File: src/rtl/interrupt_controller.sv
// Interrupt controller feeding the Controller's INT/NMI inputs, with NMI nesting and a latched vector.
// Macro INTC_EDGE_DETECT_EN selects edge capture; without it requests track the lines as levels.
//
// state   | meaning
// IDLE    | no handler running
// INT_SVC | maskable handler running, INTD held
// NMI_SVC | NMI handler running
// NESTED  | NMI handler preempted a maskable handler
module interrupt_controller #(
    parameter int                 NUM_IRQ    = 8,
    parameter int                 VEC_W      = 3,
    parameter logic [NUM_IRQ-1:0] MASK_RESET = {NUM_IRQ{1'b1}}
) (
    input  logic               clk,
    input  logic               rst,
    input  logic [NUM_IRQ-1:0] irq,
    input  logic               nmiIn,
    input  logic               maskWrite,
    input  logic [NUM_IRQ-1:0] maskData,
    input  logic               eret,
    input  logic               isInterrupted,
    input  logic               INA,
    output logic               INT,
    output logic               NMI,
    output logic               INTD,
    output logic [VEC_W-1:0]   vector,
    output logic               intActive,
    output logic               nmiActive
);

    typedef enum logic [1:0] {
        IDLE    = 2'b00,
        INT_SVC = 2'b01,
        NMI_SVC = 2'b10,
        NESTED  = 2'b11
    } state_t;

    state_t             state;
    state_t             state_after_eret;
    state_t             state_next;
    logic [NUM_IRQ-1:0] pending;
    logic [NUM_IRQ-1:0] mask;
    logic [NUM_IRQ-1:0] req;
    logic               nmi_pending;
    logic               ack_prev;
    logic               ack;
    logic               take_int;
    logic               take_nmi;
    logic               int_active;
    logic               nmi_active;
    logic [VEC_W-1:0]   sel;

    assign req = pending & mask;

    // Lowest index wins: scan downward so the last hit is the smallest index.
    always_comb begin
        sel = '0;
        for (int i = NUM_IRQ - 1; i >= 0; i--) begin
            if (req[i]) begin
                sel = VEC_W'(i);
            end
        end
    end

    assign ack      = isInterrupted & ~ack_prev;
    assign take_int = ack & INA & INT;
    assign take_nmi = ack & ~INA & NMI;

    always_ff @(posedge clk or posedge rst) begin
        if (rst) begin
            ack_prev <= 1'b0;
            mask     <= MASK_RESET;
        end else begin
            ack_prev <= isInterrupted;
            if (maskWrite) begin
                mask <= maskData;
            end
        end
    end

`ifdef INTC_EDGE_DETECT_EN
    logic [NUM_IRQ-1:0] irq_prev;
    logic               nmi_prev;
    logic [NUM_IRQ-1:0] clr;

    always_comb begin
        clr = '0;
        for (int i = 0; i < NUM_IRQ; i++) begin
            clr[i] = take_int & req[i] & (sel == VEC_W'(i));
        end
    end

    // A fresh edge on the source being acknowledged keeps it pending.
    always_ff @(posedge clk or posedge rst) begin
        if (rst) begin
            irq_prev    <= '0;
            nmi_prev    <= 1'b0;
            pending     <= '0;
            nmi_pending <= 1'b0;
        end else begin
            irq_prev    <= irq;
            nmi_prev    <= nmiIn;
            pending     <= (pending & ~clr) | (irq & ~irq_prev);
            nmi_pending <= (nmi_pending & ~take_nmi) | (nmiIn & ~nmi_prev);
        end
    end
`else
    always_ff @(posedge clk or posedge rst) begin
        if (rst) begin
            pending     <= '0;
            nmi_pending <= 1'b0;
        end else begin
            pending     <= irq;
            nmi_pending <= nmiIn;
        end
    end
`endif

    always_ff @(posedge clk or posedge rst) begin
        if (rst) begin
            state <= IDLE;
        end else begin
            state <= state_next;
        end
    end

    // Return is applied before any acknowledge arriving in the same cycle.
    always_comb begin
        state_after_eret = state;
        state_next       = state;
        int_active       = 1'b0;
        nmi_active       = 1'b0;

        if (eret) begin
            case (state)
                INT_SVC: state_after_eret = IDLE;
                NMI_SVC: state_after_eret = IDLE;
                NESTED:  state_after_eret = INT_SVC;
                default: state_after_eret = state;
            endcase
        end

        state_next = state_after_eret;
        if (take_int) begin
            case (state_after_eret)
                IDLE:    state_next = INT_SVC;
                NMI_SVC: state_next = NESTED;
                default: state_next = state_after_eret;
            endcase
        end else if (take_nmi) begin
            case (state_after_eret)
                IDLE:    state_next = NMI_SVC;
                INT_SVC: state_next = NESTED;
                default: state_next = state_after_eret;
            endcase
        end

        int_active = (state == INT_SVC) || (state == NESTED);
        nmi_active = (state == NMI_SVC) || (state == NESTED);
    end

    assign intActive = int_active;
    assign nmiActive = nmi_active;
    assign INTD      = int_active;

    always_ff @(posedge clk or posedge rst) begin
        if (rst) begin
            INT    <= 1'b0;
            NMI    <= 1'b0;
            vector <= '0;
        end else begin
            INT <= (|req) & ~int_active & ~nmi_active;
            NMI <= nmi_pending & ~nmi_active;
            if (take_int) begin
                vector <= sel;
            end
        end
    end

endmodule

File: config.mk
export PLATFORM = sky130hd
export DESIGN_NAME = interrupt_controller
export DESIGN_NICKNAME = d
export VERILOG_FILES = /design/src/rtl/interrupt_controller.sv
export SDC_FILE = /design/constraint.sdc
export NUM_CORES = 1
export LEC_CHECK = 0
export ABC_AREA = 1
export BUFFER_PORTS_ARGS = -buffer_cell sky130_fd_sc_hd__buf_2
export CELL_PAD_IN_SITES_DETAIL_PLACEMENT = 1
export CELL_PAD_IN_SITES_GLOBAL_PLACEMENT = 2
export CORE_MARGIN = 2
export CORE_UTILIZATION = 27
export CTS_CLUSTER_DIAMETER = 40
export DETAILED_ROUTE_END_ITERATION = 12
export HOLD_SLACK_MARGIN = 0.06
export PLACE_DENSITY_LB_ADDON = 0.1
export SLEW_MARGIN = 20
export SYNTH_ARGS = -nofsm -noshare
export SYNTH_HDL_FRONTEND = slang
export SYNTH_SLANG_ARGS = --single-unit
File: constraint.sdc
create_clock -name clk -period 1 [get_ports clk]
set_input_delay 0.1 -clock clk [delete_from_list [all_inputs] [get_ports clk]]
set_output_delay 0.1 -clock clk [all_outputs]
set_load 0.03 [all_outputs]
==> impl_results.md <==
- Sum of overflow across all layers after global routing: 0
- Most Frequent Cell on Critical Path: sky130_fd_sc_hd__nand2_1
- Type of the worst min-delay path: input port to flip-flop
- Number of flip-flops and latches in the synthesized netlist: 25
- Post-Place Setup Slack: -0.0866 ns
- FP Rows: 21
- Die Y: 63.7 um
- Instance area after placement: 1180 um2
- Max-cap violations: 0
- Data required time of the worst path: 1.27 ns
- Relative area change from synthesis to final layout: 61.0%
- Inst Count DP: 158
- H-tree depth: 1
- Global-route wire length before repair: 3710 um
- Highest clock rate: 909 MHz
- Total setup violations reported at the end of the flow: 3
- Setup repair after global routing missed its margin: yes
- Startpoint type of the worst setup path: flip-flop
- Number of distinct library cells after synthesis: 20
- Initial core utilization: 28.4%
- Die Footprint: 4060 um2
- Status: finished, violations left
- Finished Core Util: 45.8%
- Vias in the first global route: 843
- Sequential cell area: 636 um2
- Detailed placer's ending HPWL: 1380 um
- Via count normalized by instance count: 4.16
- Proportion of synthesized chip area in sequential cells: 66.0%
- Power per unit of standard cell area: 1460 nW/um2
- Max Root-Sink Buffers: 2
- Worst path arrival time: 1.37 ns
- Warning count from the yosys run: 0
- Aggregate negative setup slack: -0.149 ns
- Layout Nets: 168
- Overall power of the completed layout: 2.27 mW
- Clock-pin slew of the registers on the worst-case setup and hold paths: 0.14 ns
- Mean instance size in the synthesized netlist: 11.6 um2
- Fin cells: 190
- Post-synth design cell area: 963 um2
- Relative slew margins: 79.4%
- Clock latency on the worst-skew pair: 0.31 ns
- Buffer cell driving the clock tree root: sky130_fd_sc_hd__clkbuf_4
- Peak supply drop: 666 uV
- Initial drt markers: 3
- Worst hold slack: 0.162 ns
- Number of instances in the synthesized netlist: 83
- Residual DRC count: 0
- Number of top-level pins: 31
- Die width: 63.7 um
- CORE AREA: 3390 um2
- Worst clock skew: 0.00873 ns
- Maximum number of pins on one net before global-route repair: 26
- Final max-slew violation count: 0
- Number of failing hold endpoints at the final stage: 0
- Post-synthesis net count: 106
- P_leak: 0.753 nW
- Worst-path cell chain: nand2_4 > inv_2 > nand2_2 > nand2_2 > nand2_1 > nand2_1 > nand2_1 > nand2_1 > nand2_1 > nand2_1
- Classification of the worst setup path: flip-flop to flip-flop
- CP max stage cell: sky130_fd_sc_hd__dfstp_2
- Peak per-stage delay on the critical path: 0.57 ns
- Post-route cell area: 1550 um2
- Max Fanout on Critical Path: 3
- TritonCTS buffer count: 3
- Aggregate global-route resource usage: 11.7%
- Failing checks: setup timing
- Worst Setup Slack, final: -0.100 ns
- Via count: 791
- Final worst-path cycle share: 110%
- Number of antenna diodes: 0
- Fill cell count: 378
- Worst-Margin Slew: 0.309 ns
- Setup crit end kind: flip-flop
- Fraction of layout cells with a size suffix above 1: 53.5%
- Antenna violations before repair: 0
- GPL Wtd Cong: 0.717
- Number of detailed-routing iterations run before antenna repair: 2
- # port buffers: 30
- CTS tree: yes
- Area taken by multi-input logic gates: 327 um2
- Tmin final: 1.10 ns
- CTS sink cnt: 25
- Avg WL per Cell: 10.6 um
- Antenna viol nets, final: 0
- Post-detailed-routing wire length: 2020 um
power by group:
part | leakage [nW] | switching [mW] | internal (mW)
sequential | 0.289 | 0.0727 | 1.14
clock | 0.0177 | 0.288 | 0.149
combinational | 0.447 | 0.290 | 0.329
total | 0.753 | 0.651 | 1.62
placed cells by master (no fill, tap or decap):
cell                            netlist  layout
sky130_fd_sc_hd__buf_2                1      22
sky130_fd_sc_hd__dlygate4sd3_1        0      21
sky130_fd_sc_hd__dfrtp_1             17      17
sky130_fd_sc_hd__nand2_1             28      17
sky130_fd_sc_hd__nand2_2              1      10
sky130_fd_sc_hd__buf_4                1      10
sky130_fd_sc_hd__mux2_2               8       8
sky130_fd_sc_hd__dfstp_2              8       8
sky130_fd_sc_hd__buf_6                0       8
sky130_fd_sc_hd__inv_1                4       4
sky130_fd_sc_hd__clkbuf_4             0       3
sky130_fd_sc_hd__nand2_4              0       2
sky130_fd_sc_hd__nor3_1               2       2
sky130_fd_sc_hd__nor2_1               2       2
sky130_fd_sc_hd__inv_2                1       1
sky130_fd_sc_hd__nor2_4               1       1
sky130_fd_sc_hd__nand3_4              1       1
sky130_fd_sc_hd__a21oi_2              1       1
sky130_fd_sc_hd__nand4_1              1       1
sky130_fd_sc_hd__o22ai_1              1       1
sky130_fd_sc_hd__a21oi_1              1       1
sky130_fd_sc_hd__o21ai_1              1       1
sky130_fd_sc_hd__nor3_2               1       1
sky130_fd_sc_hd__clkinv_2             0       1
sequential cells by signal, summed over array words and instances (netlist names):
| name | cells |
|---|---|
| INT | 1 |
| NMI | 1 |
| ack_prev | 1 |
| mask | 8 |
| nmi_pending | 1 |
| pending | 8 |
| state | 2 |
| vector | 3 |
synth_stat cells (all sizes together):
master  number  area (um2)
nand3        1        17.5
nand4        1        6.26
nand2       29         111
dfrtp       17         425
inv          5        18.8
nor3         3        20.0
o21ai        1        5.00
mux2         8        90.1
clkbuf       2        7.51
o22ai        1        6.26
a21oi        2        13.8
nor2         3        18.8
dfstp        8         210
buf          2        12.5
layer usage:
layer / part of all wire [%] / vias to the layer above / global-route usage (%)
met5: 0 / - / 0
met4: 0.59 / 0 / 4.08
met3: 3.7 / 2 / 1.76
met2: 54 / 18 / 21.4
met1: 42 / 389 / 13.8
li1: - / 382 / -
final timing paths:
kind                                     from     endpoint  slack, ns  cells after the start
max in group asynchronous                 rst      mask[6]       0.33                      4
min in group asynchronous                 rst  nmi_pending       0.38                      4
worst max register to register        mask[7]    vector[0]      -0.10                     10
worst min-delay path            isInterrupted     state[1]       0.16                      5
worst min register to register    nmi_pending          NMI       0.48                      2
worst max-delay path                  mask[7]    vector[0]      -0.10                     10
worst max-delay path: cells and delay by family (launching register included):
family,cells,cell delay [ns]
flip-flops,1,0.57
AND/OR/NAND/NOR,9,0.43
buffers and inverters,1,0.05
cell type report:
cell class	count	area share [%]
sequential	25	41.0
inverter	5	1.21
timing repair buffer	61	31.3
tap	46	3.71
multi-input combinational	49	21.0
clock buffer	3	1.45
clock inverter	1	0.323
cells by family after synthesis:
group,share of synthesized area (%)
DFF,66.0
muxes,9.35
AOI/OAI and AO/OA,2.60
and+or+nand+nor,18.1
buffers and inverters,4.03
repair_timing:
action,4_1_cts,5_1_grt
endpoints found under the setup margin,11,12
gates resized for setup,18,11
hold endpoints to repair,37,0
pin swaps,2,13
hold buffers,21,0
setup buffers,3,4
Note: power is estimated with default switching activity, not from simulation.
